[src/rtl/i2c_reg_rd_arbiter.sv]
// Arbiter that shares the I2C slave register read port among several requesters.
// Round-robin by default; define ARB_FIXED_PRIO_EN for lowest-index-wins priority.
`timescale 1ns/1ps
module i2c_reg_rd_arbiter #(
    parameter int unsigned NUM_REQ = 4,
    parameter int unsigned ADDR_W  = 3,
    parameter int unsigned DATA_W  = 16,
    parameter int unsigned RD_LAT  = 1
) (
    input  logic                      clk_in,
    input  logic                      reset_n,
    input  logic [NUM_REQ-1:0]        req,
    input  logic [NUM_REQ*ADDR_W-1:0] req_addr,
    output logic [NUM_REQ-1:0]        gnt,
    output logic [NUM_REQ-1:0]        rsp_valid,
    output logic [DATA_W-1:0]         rsp_data,
    output logic                      busy,
    output logic                      rd_en,
    output logic [ADDR_W-1:0]         paddr,
    input  logic [DATA_W-1:0]         pdata
);

    localparam int unsigned IDX_W = (NUM_REQ > 1) ? $clog2(NUM_REQ) : 1;
    localparam int unsigned CNT_W = 3;

    localparam logic [1:0] S_IDLE  = 2'd0;
    localparam logic [1:0] S_ISSUE = 2'd1;
    localparam logic [1:0] S_WAIT  = 2'd2;
    localparam logic [1:0] S_RESP  = 2'd3;

    logic [1:0]         state_q, state_d;
    logic [IDX_W-1:0]   idx_q, idx_d;
    logic [CNT_W-1:0]   cnt_q, cnt_d;
    logic [NUM_REQ-1:0] gnt_q, gnt_d;
    logic [NUM_REQ-1:0] rsp_valid_q, rsp_valid_d;
    logic [DATA_W-1:0]  rsp_data_q, rsp_data_d;
    logic               busy_q, busy_d;
    logic               rd_en_q, rd_en_d;
    logic [ADDR_W-1:0]  paddr_q, paddr_d;

    logic               win_vld;
    logic [IDX_W-1:0]   win_idx;
    logic [ADDR_W-1:0]  addr_arr [NUM_REQ];

    for (genvar g = 0; g < NUM_REQ; g++) begin : g_addr
        assign addr_arr[g] = req_addr[g*ADDR_W +: ADDR_W];
    end

`ifdef ARB_FIXED_PRIO_EN
    // Lowest set request bit wins; scanning downward leaves it as the final pick.
    always_comb begin : pick_fixed
        logic [IDX_W-1:0] j;
        win_vld = 1'b0;
        win_idx = '0;
        j       = '0;
        for (int i = int'(NUM_REQ) - 1; i >= 0; i--) begin
            j = IDX_W'(i);
            if (req[j]) begin
                win_vld = 1'b1;
                win_idx = j;
            end
        end
    end
`else
    logic [IDX_W-1:0] last_idx_q, last_idx_d;

    // First set bit after last_idx wins; the smallest offset is assigned last.
    always_comb begin : pick_rr
        logic [IDX_W-1:0] cand;
        win_vld = 1'b0;
        win_idx = '0;
        cand    = '0;
        for (int k = int'(NUM_REQ); k >= 1; k--) begin
            cand = IDX_W'((32'(last_idx_q) + 32'(k)) % NUM_REQ);
            if (req[cand]) begin
                win_vld = 1'b1;
                win_idx = cand;
            end
        end
    end
`endif

    always_comb begin : next_state
        state_d     = state_q;
        idx_d       = idx_q;
        cnt_d       = cnt_q;
        gnt_d       = '0;
        rsp_valid_d = '0;
        rd_en_d     = 1'b0;
        paddr_d     = paddr_q;
        rsp_data_d  = rsp_data_q;
`ifndef ARB_FIXED_PRIO_EN
        last_idx_d  = last_idx_q;
`endif
        case (state_q)
            S_IDLE: begin
                if (win_vld) begin
                    state_d = S_ISSUE;
                    idx_d   = win_idx;
                    paddr_d = addr_arr[win_idx];
                    rd_en_d = 1'b1;
                    gnt_d   = NUM_REQ'(1) << win_idx;
`ifndef ARB_FIXED_PRIO_EN
                    last_idx_d = win_idx;
`endif
                end
            end
            S_ISSUE: begin
                state_d = S_WAIT;
                cnt_d   = CNT_W'(RD_LAT - 1);
            end
            S_WAIT: begin
                if (cnt_q == '0) begin
                    rsp_data_d  = pdata;
                    rsp_valid_d = NUM_REQ'(1) << idx_q;
                    state_d     = S_RESP;
                end else begin
                    cnt_d = cnt_q - CNT_W'(1);
                end
            end
            S_RESP:  state_d = S_IDLE;
            default: state_d = S_IDLE;
        endcase
        busy_d = (state_d != S_IDLE);
    end

    always_ff @(posedge clk_in or negedge reset_n) begin
        if (!reset_n) begin
            state_q     <= S_IDLE;
            idx_q       <= '0;
            cnt_q       <= '0;
            gnt_q       <= '0;
            rsp_valid_q <= '0;
            rsp_data_q  <= '0;
            busy_q      <= 1'b0;
            rd_en_q     <= 1'b0;
            paddr_q     <= '0;
`ifndef ARB_FIXED_PRIO_EN
            last_idx_q  <= IDX_W'(NUM_REQ - 1);
`endif
        end else begin
            state_q     <= state_d;
            idx_q       <= idx_d;
            cnt_q       <= cnt_d;
            gnt_q       <= gnt_d;
            rsp_valid_q <= rsp_valid_d;
            rsp_data_q  <= rsp_data_d;
            busy_q      <= busy_d;
            rd_en_q     <= rd_en_d;
            paddr_q     <= paddr_d;
`ifndef ARB_FIXED_PRIO_EN
            last_idx_q  <= last_idx_d;
`endif
        end
    end

    assign gnt       = gnt_q;
    assign rsp_valid = rsp_valid_q;
    assign rsp_data  = rsp_data_q;
    assign busy      = busy_q;
    assign rd_en     = rd_en_q;
    assign paddr     = paddr_q;

endmodule
[config.mk]
export PLATFORM = sky130hd
export DESIGN_NAME = i2c_reg_rd_arbiter
export DESIGN_NICKNAME = d
export VERILOG_FILES = /design/src/rtl/i2c_reg_rd_arbiter.sv
export SDC_FILE = /design/constraint.sdc
export NUM_CORES = 1
export LEC_CHECK = 0
export CAP_MARGIN = 5
export CORE_UTILIZATION = 39
export CTS_CLUSTER_SIZE = 16
export DETAILED_ROUTE_END_ITERATION = 8
export PLACE_DENSITY = 0.75
export SLEW_MARGIN = 20
export SYNTH_ARGS = -nofsm -noshare
export SYNTH_HDL_FRONTEND = slang
export SYNTH_SLANG_ARGS = --single-unit
[constraint.sdc]
create_clock -name clk_in -period 1.76 [get_ports clk_in]
set_input_delay 0.44 -clock clk_in [delete_from_list [all_inputs] [get_ports clk_in]]
set_output_delay 0.44 -clock clk_in [all_outputs]
set_load 0.02 [all_outputs]
==> results of run 1 <==
==> cells in the mapped netlist, drive strengths merged <==
cell type	count
a21oi	4
a22o	1
a31o	1
and2	1
and3	1
buf	4
dfrtp	36
dfstp	2
ha	5
inv	7
mux2	16
mux2i	7
nand2	11
nand2b	2
nor2	9
nor2b	2
nor3	2
nor3b	3
o211ai	1
o21ai	4
o21bai	1
o221ai	3
o22ai	1
o31ai	1
o41ai	1
or2	1
xnor2	1
==> per-stage QoR <==
step                      hold slack [ns]  worst slack (ns)  area, sq um
after floorplan                     0.144            0.0407         1660
after detailed placement            0.415            -0.292         2400
after global routing                0.115          -0.00523         2520
after CTS                           0.108          0.000171         2480
final                              0.0937            0.0561         2520
after global placement              0.400            -0.229         2400
==> worst max path at each step <==
stage	cells past startpoint	from	end
after floorplan	7	cnt_q[0]	rsp_data[10]
after global placement	6	req[3]	paddr[0]
after detailed placement	7	req[1]	paddr[0]
after CTS	6	req[3]	paddr[2]
after global routing	6	req[0]	paddr[2]
final	1	paddr[2]	paddr[2]
==> power by group <==
| part | total [mW] | leakage (nW) | switching, mW | internal [mW] |
|---|---|---|---|---|
| Sequential | 1.46 | 0.466 | 0.202 | 1.26 |
| Combinational | 2.18 | 0.612 | 1.03 | 1.15 |
| Clock | 0.537 | 0.0383 | 0.264 | 0.272 |
==> cell families (layout without fill, tap and decap cells) <==
| kind of cell | Yosys count | count (layout) | share of synthesized area |
|---|---|---|---|
| adder cells (fa/ha/maj) | 5 | 5 | 0.0378 |
| XOR/XNOR | 1 | 1 | 0.00530 |
| multiplexers | 23 | 23 | 0.151 |
| AND/OR/NAND/NOR | 32 | 32 | 0.0961 |
| flip-flops | 38 | 38 | 0.576 |
| buffers and inverters | 11 | 88 | 0.0371 |
| AO/OA/AOI/OAI | 18 | 18 | 0.0961 |
==> layer usage <==
layer / vias to the layer above / GRT usage / part of all wire
met5: - / 0 / 0
met4: 0 / 0.0559 / 0.0097
met3: 5 / 0.0565 / 0.082
met2: 57 / 0.294 / 0.49
met1: 587 / 0.178 / 0.42
li1: 599 / - / -
==> state kept, by name, indices dropped and copies added, names as in the netlist, 2 cells and up <==
| name | count |
|---|---|
| cnt_q | 3 |
| last_idx_q | 2 |
| rsp_valid | 4 |
| idx_q | 2 |
| paddr | 3 |
| rsp_data | 16 |
| state_q | 2 |
| gnt | 4 |
==> area by class of cell <==
type | instances | area share
flip-flops and latches | 38 | 0.378
repair buffers | 74 | 0.289
multi-input cells | 79 | 0.268
clock buffers | 7 | 0.0302
well taps | 50 | 0.0248
inverters | 7 | 0.0104
==> results.cfg, run 1 <==
[timing]
period_minus_slack_ns = 1.70
skew_ns = 0.00578
worst_pin_slew_ns = 0.443
setup_viol_count_final = 0
max_freq_mhz = 587
fin_crit_sh = 0.968
slew_headroom = 0.704
hold_viol_final = 0
final.setup.tns_ns = 0
slew_violations = 0

[layout]
multi_input_area_sq_um = 676
finish.utilization = 0.626
diodes = 0
area_growth_pct = 52.6
final_cells = 255
final_common_cell = clkdlybuf4s50_1
fill_cells = 328
fin_nets = 244
seq_area_sq_um = 953
drive_gt1_frac = 0.220
layout_common_cells = 58 x clkdlybuf4s50_1, 36 x dfrtp_1, 11 x nand2_1, 10 x buf_4, 9 x nor2_1

[logic_synthesis]
postSynthCellCount = 128
yosys.area.top_type = dfrtp_1
synth.net_count = 167
postSynthAreaPerCell_sq_um = 12.9
netlist_top_cells_area = dfrtp_1 54%, mux2_1 5.4%, mux2_2 5.4%
synth_area_sq_mm = 0.00165
yosysTopAreaCellShare = 0.545
yosys_warnings = 0
ys_ff_latch = 38
seq_area_frac_synth = 0.576
ys_types = 33

[critical_path]
worstSetupEndpointType = output port
cp-start-kind = flop
crit_required_ns = 1.32
crit_chain = clkdlybuf4s50_1
r2r_cells = 6
crit_fanout = 2
path_buf_inv = 1
rrSetupSlack_ns = 0.12
max_stage_delay_ns = 0.61
reg2reg_to = rsp_data[7]
critical_path.top_delay_family = buffers and inverters
r2r_start = cnt_q[0]
setup.worst_path.class = reg -> out
critPathSlowestCell = clkdlybuf4s50_1
worstPathArrival_ns = 1.26

[route]
drc = 0
ant_nets = 0
routedWlPerCell_microns = 13.4
num_vias = 1248
viasPerCell = 4.89
dr.pass1.iters = 4
dr.first_iter.drc_count = 38
drt-total-wl_microns = 3420

[power]
ir_worst_vdd_v = 0.000787
finalPower_mw = 4.18
powerDensity_mw_per_mm2 = 1660
p_leak_nw = 1.12

[die]
ios = 63
fp.dieArea_sq_mm = 0.00451
die_w_microns = 67.1
core_area_sq_mm = 0.00403
die_y_microns = 67.1
start_util = 0.411
num_rows = 23

[placed_design]
port_buffers = 62
gp_congestion = 0.739
dp.cells = 248
place_hpwl_microns = 2600

[global_routing]
antenna_found_initial = 0
grt_max_degree = 22
grt_util_all_layers = 0.164
grt_overflow_total = 0
grt_pass1_vias = 1259
grt_pass1_wl_microns = 5400

[clocking]
postCtsSetupRepairBufs = 0
cts_tree = yes
hold_buffers = 0
cts_sinks = 38
cts_resized = 0
ctsLongestPathBuffers = 2
clk_latency_ns = 0.28
numCtsBuffers = 5
cts-htree-levels = 2
cts-root-buf = clkbuf_8
cts.clk_slew.worst_paths_ns = 0.07

[run]
maxCapViolations = 0

[worst_hold_path]
worst_hold_path_type = in -> async

[status]
status = completed
No activity file was read; power rests on OpenSTA's default activity.
==> run 2, diff against run 1 <==
--- a/config.mk
+++ b/config.mk
@@ -10,7 +10,7 @@
 export CTS_CLUSTER_SIZE = 16
 export DETAILED_ROUTE_END_ITERATION = 8
 export PLACE_DENSITY = 0.75
-export SLEW_MARGIN = 20
+export SLEW_MARGIN = 25
 export SYNTH_ARGS = -nofsm -noshare
 export SYNTH_HDL_FRONTEND = slang
 export SYNTH_SLANG_ARGS = --single-unit
==> results of run 2 <==
No change in the layout: final DEF, timing and power equal those of run 1.
